**src/rtl/noc_send_port_arbiter.sv**
```systemverilog
// noc_send_port_arbiter: shares one network send port among NUM_REQ
// requesters, packet-atomic round-robin, per-VC credit flow control.
module noc_send_port_arbiter #(
  parameter  int NUM_REQ         = 4,
  parameter  int FLIT_DATA_WIDTH = 32,
  parameter  int DEST_BITS       = 2,
  parameter  int NUM_VCS         = 2,
  parameter  int VC_BITS         = 1,
  parameter  int BUF_DEPTH       = 8,
  localparam int FLIT_W = 2 + DEST_BITS + VC_BITS + FLIT_DATA_WIDTH,
  localparam int CR_W   = 1 + VC_BITS,
  localparam int CNT_W  = $clog2(BUF_DEPTH + 1)
) (
  input  logic                        CLK,
  input  logic                        RST_N,
  input  logic [NUM_REQ-1:0]          req_valid,
  input  logic [NUM_REQ*FLIT_W-1:0]   req_flit,
  output logic [NUM_REQ-1:0]          req_ready,
  output logic [FLIT_W-1:0]           send_putFlit_flit_in,
  output logic                        EN_send_putFlit,
  input  logic [CR_W-1:0]             send_getCredits,
  output logic                        EN_send_getCredits,
  output logic [NUM_VCS*CNT_W-1:0]    credits_avail,
  output logic                        err_credit_overflow
);

  localparam int PTR_W = (NUM_REQ > 1) ? $clog2(NUM_REQ) : 1;
  localparam int VC_LO = FLIT_DATA_WIDTH;

  typedef enum logic {
    S_IDLE,
    S_LOCKED
  } state_t;

  state_t             r_state;
  logic [PTR_W-1:0]   r_rr_ptr;
  logic [PTR_W-1:0]   r_owner;
  logic [VC_BITS-1:0] r_vc;
  logic [CNT_W-1:0]   r_cnt [NUM_VCS];
  logic               r_err;
  logic               r_en_cr;
  logic               r_out_en;
  logic [FLIT_W-1:0]  r_out_flit;

  logic [NUM_VCS-1:0] w_vc_ok;
  logic [NUM_REQ-1:0] w_elig;
  logic [NUM_REQ-1:0] w_gnt;
  logic [PTR_W-1:0]   w_win;
  logic [PTR_W-1:0]   w_win_nx;
  logic               w_acc;
  logic [FLIT_W-1:0]  w_sel_flit;
  logic               w_tail;
  logic [VC_BITS-1:0] w_acc_vc;
  logic [FLIT_W-1:0]  w_out;
  logic               w_cr_v;
  logic [VC_BITS-1:0] w_cr_vc;
  logic [NUM_VCS-1:0] w_dec;
  logic [NUM_VCS-1:0] w_inc;
  logic               w_unused_bits;

  // Which VCs currently have at least one downstream credit
  always_comb begin
    w_vc_ok = '0;
    for (int v = 0; v < NUM_VCS; v++) begin
      w_vc_ok[v] = (r_cnt[v] != '0);
    end
  end

  // Eligibility: valid and a credit on the VC the flit will use
  always_comb begin
    logic [VC_BITS-1:0] ev;
    ev     = '0;
    w_elig = '0;
    for (int i = 0; i < NUM_REQ; i++) begin
      ev = (r_state == S_LOCKED) ? r_vc
         : req_flit[i*FLIT_W + VC_LO +: VC_BITS];
      w_elig[i] = req_valid[i]
               && (int'(ev) < NUM_VCS)
               && w_vc_ok[ev];
    end
  end

  // Grant: owner only when locked, else round-robin from r_rr_ptr
  always_comb begin
    logic             found;
    logic [PTR_W-1:0] idx;
    found = 1'b0;
    idx   = '0;
    w_win = '0;
    w_gnt = '0;
    if (RST_N) begin
      if (r_state == S_LOCKED) begin
        w_win = r_owner;
        w_gnt[r_owner] = w_elig[r_owner];
      end else begin
        for (int k = 0; k < NUM_REQ; k++) begin
          idx = PTR_W'((int'(r_rr_ptr) + k) % NUM_REQ);
          if (!found && w_elig[idx]) begin
            found = 1'b1;
            w_win = idx;
          end
        end
        if (found) w_gnt[w_win] = 1'b1;
      end
    end
  end

  assign req_ready  = w_gnt;
  assign w_acc      = |w_gnt;
  assign w_sel_flit = req_flit[w_win*FLIT_W +: FLIT_W];
  assign w_tail     = w_sel_flit[FLIT_W-2];
  assign w_acc_vc   = (r_state == S_LOCKED) ? r_vc
                    : w_sel_flit[VC_LO +: VC_BITS];
  assign w_win_nx   = (int'(w_win) == NUM_REQ - 1) ? '0
                    : w_win + PTR_W'(1);
  assign w_out      = {1'b1,
                       w_sel_flit[FLIT_W-2 -: 1+DEST_BITS],
                       w_acc_vc,
                       w_sel_flit[FLIT_DATA_WIDTH-1:0]};
  assign w_unused_bits = w_sel_flit[FLIT_W-1];

  assign w_cr_v  = r_en_cr && send_getCredits[CR_W-1];
  assign w_cr_vc = send_getCredits[VC_BITS-1:0];

  // Per-VC consume/return strobes for this cycle
  always_comb begin
    w_dec = '0;
    w_inc = '0;
    for (int v = 0; v < NUM_VCS; v++) begin
      w_dec[v] = w_acc && (w_acc_vc == VC_BITS'(v));
      w_inc[v] = w_cr_v && (w_cr_vc == VC_BITS'(v));
    end
  end

  // Packet-lock FSM and round-robin pointer
  always_ff @(posedge CLK) begin
    if (!RST_N) begin
      r_state  <= S_IDLE;
      r_rr_ptr <= '0;
      r_owner  <= '0;
      r_vc     <= '0;
    end else if (w_acc) begin
      unique case (r_state)
        S_IDLE: begin
          if (w_tail) begin
            r_rr_ptr <= w_win_nx;
          end else begin
            r_state <= S_LOCKED;
            r_owner <= w_win;
            r_vc    <= w_acc_vc;
          end
        end
        S_LOCKED: begin
          if (w_tail) begin
            r_state  <= S_IDLE;
            r_rr_ptr <= w_win_nx;
          end
        end
      endcase
    end
  end

  // Credit counters; a return into a full counter is a protocol error
  always_ff @(posedge CLK) begin
    if (!RST_N) begin
      for (int v = 0; v < NUM_VCS; v++) begin
        r_cnt[v] <= CNT_W'(BUF_DEPTH);
      end
      r_err <= 1'b0;
    end else begin
      for (int v = 0; v < NUM_VCS; v++) begin
        if (w_dec[v] && !w_inc[v]) begin
          r_cnt[v] <= r_cnt[v] - CNT_W'(1);
        end else if (w_inc[v] && !w_dec[v]) begin
          if (r_cnt[v] == CNT_W'(BUF_DEPTH)) begin
            r_err <= 1'b1;
          end else begin
            r_cnt[v] <= r_cnt[v] + CNT_W'(1);
          end
        end
      end
    end
  end

  // Registered send port and credit-drain enable
  always_ff @(posedge CLK) begin
    if (!RST_N) begin
      r_out_en   <= 1'b0;
      r_out_flit <= '0;
      r_en_cr    <= 1'b0;
    end else begin
      r_out_en   <= w_acc;
      r_out_flit <= w_acc ? w_out : '0;
      r_en_cr    <= 1'b1;
    end
  end

  // Flatten counters onto the status bus
  always_comb begin
    credits_avail = '0;
    for (int v = 0; v < NUM_VCS; v++) begin
      credits_avail[v*CNT_W +: CNT_W] = r_cnt[v];
    end
  end

  assign send_putFlit_flit_in = r_out_flit;
  assign EN_send_putFlit      = r_out_en;
  assign EN_send_getCredits   = r_en_cr;
  assign err_credit_overflow  = r_err;

endmodule

```
**config.mk**
```make
export PLATFORM = sky130hd
export DESIGN_NAME = noc_send_port_arbiter
export DESIGN_NICKNAME = d
export VERILOG_FILES = /design/src/rtl/noc_send_port_arbiter.sv
export SDC_FILE = /design/constraint.sdc
export NUM_CORES = 1
export LEC_CHECK = 0
export CORE_ASPECT_RATIO = 1.4
export CORE_MARGIN = 2
export CORE_UTILIZATION = 41
export CTS_CLUSTER_SIZE = 30
export DETAILED_ROUTE_END_ITERATION = 6
export PLACE_DENSITY_LB_ADDON = 0.2
export SYNTH_ARGS = -nofsm -noshare
export SYNTH_HDL_FRONTEND = slang
export SYNTH_SLANG_ARGS = --single-unit
```
**constraint.sdc**
```tcl
create_clock -name CLK -period 5.7 [get_ports CLK]
set_input_delay 1.14 -clock CLK [delete_from_list [all_inputs] [get_ports CLK]]
set_output_delay 1.14 -clock CLK [all_outputs]
set_load 0.005 [all_outputs]
```
== Word-level counts from Yosys, hierarchy flattened ==
Memory sizes are Yosys's and may differ from the RTL's.
Cells that the tools add are included.

* $add $sub $neg: 8
* Multiply operators: 1
* Divide/modulo/power cells: 0
* Order comparisons: 12
* Eq/ne operators: 3
* Shift operators: 1
* Multiplexer cells: 82
* Bitwise gates (word level): 9
* Reductions and logical operators: 31

{| class="wikitable"
|+ Operator list
! operator !! number
|-
| indexed part select 148 x 9 -> 36 bit || 1
|-
| two-way mux 1 bit || 57
|-
| two-way mux 37 bit || 1
|-
| two-way mux 4 bit || 7
|-
| two-way mux 2 bit || 10
|-
| logical AND 1 bit || 18
|-
| less-than comparator 2 x 3 -> 1 bit (second input constant) || 6
|-
| binary-select mux 1 bit (select 2 bit) || 5
|-
| adder 4 x 1 -> 4 bit (second input constant) || 2
|-
| equality test 4 bit (second input constant) || 2
|-
| less-than comparator 1 x 2 -> 1 bit (second input constant) || 4
|-
| multiplier 2 x 6 -> 8 bit (second input constant) || 1
|-
| nonzero test 4 bit || 2
|-
| subtractor 4 x 1 -> 4 bit (second input constant) || 2
|-
| zero test 1 bit || 7
|-
| adder 2 x 1 -> 2 bit (second input constant) || 2
|-
| adder 2 bit (second input constant) || 2
|-
| bitwise AND 4 bit || 1
|-
| demux 1 bit (select 2 bit) || 2
|-
| >= comparator 2 x 1 -> 1 bit (second input constant) || 2
|-
| NOT 1 bit || 4
|-
| OR 1 bit || 4
|-
| AND reduction 2 bit || 2
|-
| OR reduction 4 bit || 1
|-
| other kinds (2) || 2
|}

* Flip-flop bits (word level): 46
* Bits in latches: 0
* Bits in writable memories: 8
* Memory bits (read-only): 0
* Input port bits: 156
* Output and inout port bits: 52
* Memories kept: 1

{| class="wikitable"
|+ Memory list
! memory !! depth !! width !! rd ports !! clocked after Yosys merged registers in !! wr ports !! line !! source
|-
| r_cnt || 2 || 4 || 2 || 0 || 2 || 39 || <nowiki>logic [CNT_W-1:0] r_cnt [NUM_VCS];</nowiki>
|}

== Longest topological paths before layout ==
An unclocked memory read counts as a cell.

* Depth in word-level cells: 41
* Depth in mapped cells: 16
* Depth with buffers taken out: 16

== Worst setup path before layout ==
Ideal clock, no wire load.

* Kind: input to register
* From: in req_flit[32]
* To: mem r_cnt[0][3] in the netlist's numbering, data pin
* Data arrival time: 3956 ps
* Required time: 5444 ps
* Slack: 1488 ps
* Cell stages on the path: 14
* Path through: mux2i_1 -> mux2i_2 -> nand4_1 -> a311oi_1 -> nor3b_2 -> mux2i_1 -> nand2_1 -> o21bai_1 -> ha_1 -> a21o_1 -> a21oi_1 -> xnor2_1 -> xnor2_1 -> nand2b_1

{| class="wikitable"
|+ RTL lines
! what !! line !! source
|-
| start: declaration || 17 || <nowiki>input logic [NUM_REQ*FLIT_W-1:0] req_flit,</nowiki>
|-
| end: declaration || 39 ||
|}

==> results.md <==
* CTS Buffer Depth at 2
* Worst Hold Class: flop to flop
* Post-synth cell types at 62
* H-tree depth at 2
* Worst path cell trace: clkdlybuf4s50_1 > mux2i_1 > mux2i_2 > nand4_1 > a311oi_1 > nor3b_2 > mux2i_1 > nand2_1 > o21bai_1 > ha_1 > a21o_1 > a21oi_1 > xnor2_1 > xnor2_1 > nand2b_1
* Clock-pin slew on the worst setup and hold paths at 0.06 ns
* Slowest-stage cell, CP: a311oi_1
* Antenna diodes at 0
* GP Congestion at approximately 0.82
* Number of core rows at 40
* Buffers on Ports at 203
* Synth top area share at approximately a quarter
* Synth Flop Type: dfxtp_1
* Worst-path maximum fanout at 5
* Dpl hpwl at 8730 um
* Initial Util at a little over two fifths
* Hold path cells at 1
* Synth area leader: dfxtp_1
* Antenna violations before repair at 0
* Peak supply drop at about 0.21 mV
* Vert. Die Dim at ~110 um
* Hold Buf Count CTS at 0
* Cell count after synthesis at around 380
* R2R setup slack at about 1.3 ns
* Total number of vias at between 3000 and 4000
* Worst-Skew Late Latency at 0.28 ns
* Global-route wire length before repair at 16800 um
* Post-synth ARST share at 0%
* Layout net count at between 700 and 800
* Hold Vio Cnt, Final at 0
* Yosys warning total at 0
* Pin count of the biggest net entering global routing at between 50 and 60
* Total power at ~2.3 mW
* Leakage Power at 2.35 nW
* Mean Syn Cell Area at ~9.4 sq um
* Worst Skew at around 0.0056 ns
* Slew Viols, Final at 0
* Clock sink count at between 50 and 60
* Status: complete, no violations
* Die width at roughly 83 um
* Crit Path Class: primary input to flop
* Worst reg2reg path depth at 14
* Post-CTS Repair Setup Buffers at 0
* Starting DRT DRC Count at 126
* Sequential area share after synthesis at about a third
* WP data required at around 5.7 ns
* Fin Setup TNS at 0 ns
* Slew headroom at between 50% and 60%
* Core box area at 8510 sq um
* Io pins at around 210
* Die area at about 9400 sq um
* Pre-CTS WS at roughly 0.60 ns
* Post-synthesis register bit count at between 50 and 60
* Crit path largest cell delay at about 0.56 ns
* Actual transition at the worst max-transition pin at 0.729 ns
* Drt pass-1 iters at 4
* Wire per inst at 16.2 um
* Worst Path Arrival at slightly below 5 ns
* CTS tree: yes
* Unrepaired setup endpoints after global routing: false
* Fillcell total at 743
* Number of synthesized flops with an enable pin at 8
* Final period demand of the worst path at 4.90 ns
* Layout area overhead at 62.3%
* Grt ovf at 0
* Worst setup SP type: primary input
* Share of cells above drive strength 1 at 12.1%
* Pwr dens at 401 nW/um^2
* Number of global-route vias before repair at 3647
* Vias per cell at 5.38
* CTS buffer count at 5
* Post-Route WL at roughly 11000 um
* GRT Overall Usage at 22.9%
* Synth Net Count at 537
* Final setup margin at around 0.80 ns
* Fmax at 204 MHz
* Maxcap violations at 0
* Worst Setup End Kind: flop
* Cell Area, Synth at 3540 sq um
* Synth top area cells: dfxtp_1, mux2i_1, mux2_2, a211oi_1, edfxtp_1
* Post-route DRC at 0
* Post-CTS sizing at 0
* Final period utilization at between 80% and 90%
* Final ANT Viol Nets at 0
* Clk Tree Root Cell: clkbuf_16
* Finish-stage setup viols at 0
==> registers in the layout (all words and copies together), names as in the netlist <==
register              count
EN_send_putFlit           1
send_putFlit_flit_in     36
r_state                   1
EN_send_getCredits        1
r_rr_ptr                  2
r_cnt                     8
r_owner                   2
err_credit_overflow       1
r_vc                      1
==> power by group <==
part           leakage, nW  internal (mW)  total (mW)  switching (mW)
Clock               0.0652          0.164       0.285           0.121
Combinational         1.83          0.729        1.34           0.607
Sequential           0.454          0.568       0.682           0.113
Total                 2.35           1.46        2.30           0.841
==> kinds of logic after synthesis <==
logic type               Yosys count  synth area share, %
adder cells (fa/ha/maj)            5                 1.98
flip-flops                        53                 32.2
AO/OA/AOI/OAI                     80                 17.7
AND/OR/NAND/NOR                  114                 16.5
multiplexers                      85                 25.9
XOR/XNOR                           4                0.990
buffers and inverters             35                 4.77
==> stage by stage <==
stage          util, %  hold WS, ns  area, sq um  std cells
4_1_cts           67.5        0.479         5740        669
3_3_place_gp      65.9        0.461         5610        661
6_report          67.5        0.477         5740        669
5_1_grt           67.5        0.503         5740        669
3_5_place_dp      65.9        0.459         5610        661
2_1_floorplan        -        0.464         3540        376
==> path summary, 6_finish.rpt <==
kind / startpoint / endpoint
max: req_flit[32] / r_cnt[0][3]
min reg2reg: err_credit_overflow / err_credit_overflow
max reg2reg: r_state / r_cnt[0][3]
min: err_credit_overflow / err_credit_overflow
==> Yosys cell counts (4+ instances only) <==
library cell	number
ha_1	4
nor2_1	50
nor2b_1	6
o21ai_0	6
mux2i_1	45
and2_1	4
a211oi_1	35
nand3_1	7
inv_1	6
mux2_2	35
edfxtp_1	8
a21oi_1	7
nand2_1	15
clkbuf_1	13
buf_2	9
dfxtp_1	45
nor3_1	8
==> cell usage in the layout, fill, tap and decap left out, types with 3 or more instances in the layout <==
master / synthesis / routed
clkdlybuf4s50_1: 0 / 203
nor2_1: 50 / 50
dfxtp_1: 45 / 45
mux2i_1: 45 / 45
a211oi_1: 35 / 35
mux2_2: 35 / 35
nand2_1: 15 / 14
nor3_1: 8 / 8
edfxtp_1: 8 / 8
nand3_1: 7 / 7
a21oi_1: 7 / 7
inv_1: 6 / 6
nor2b_1: 6 / 6
o21ai_0: 6 / 6
clkbuf_16: 0 / 5
buf_4: 1 / 5
and2_1: 4 / 4
ha_1: 4 / 4
mux2i_2: 3 / 3
o22ai_1: 3 / 3
or2_2: 3 / 3
a21o_1: 3 / 3
xnor2_1: 3 / 3
clkbuf_1: 13 / 3
==> worst max-delay path, delay by kind of cell <==
family,cells,cell delay (ns)
and+or+nand+nor,4,0.56
AOI/OAI and AO/OA,4,1.26
adders and majority gates,1,0.31
xor gates and xnor gates,2,0.28
muxes,3,0.91
buffers and inverters,1,0.46
==> area by class of cell <==
cell class,instances,area [sq um],area share [%]
flip-flops and latches,53,1140,19.9
repair buffers,208,2070,36.0
inverters,7,26.3,0.457
multi-input cells,288,2240,39.0
clock buffers,8,136,2.37
well taps,105,131,2.29
==> metal layers <==
metal  track usage (%)  wire length, um  vias to the layer above
li1                  -                -                     1767
met1              24.5             3780                     1677
met2              42.7             5980                      145
met3              6.57              912                       12
met4              5.79              144                        0
met5                 0                0                        -
Note: power is estimated with default switching activity, not from simulation.
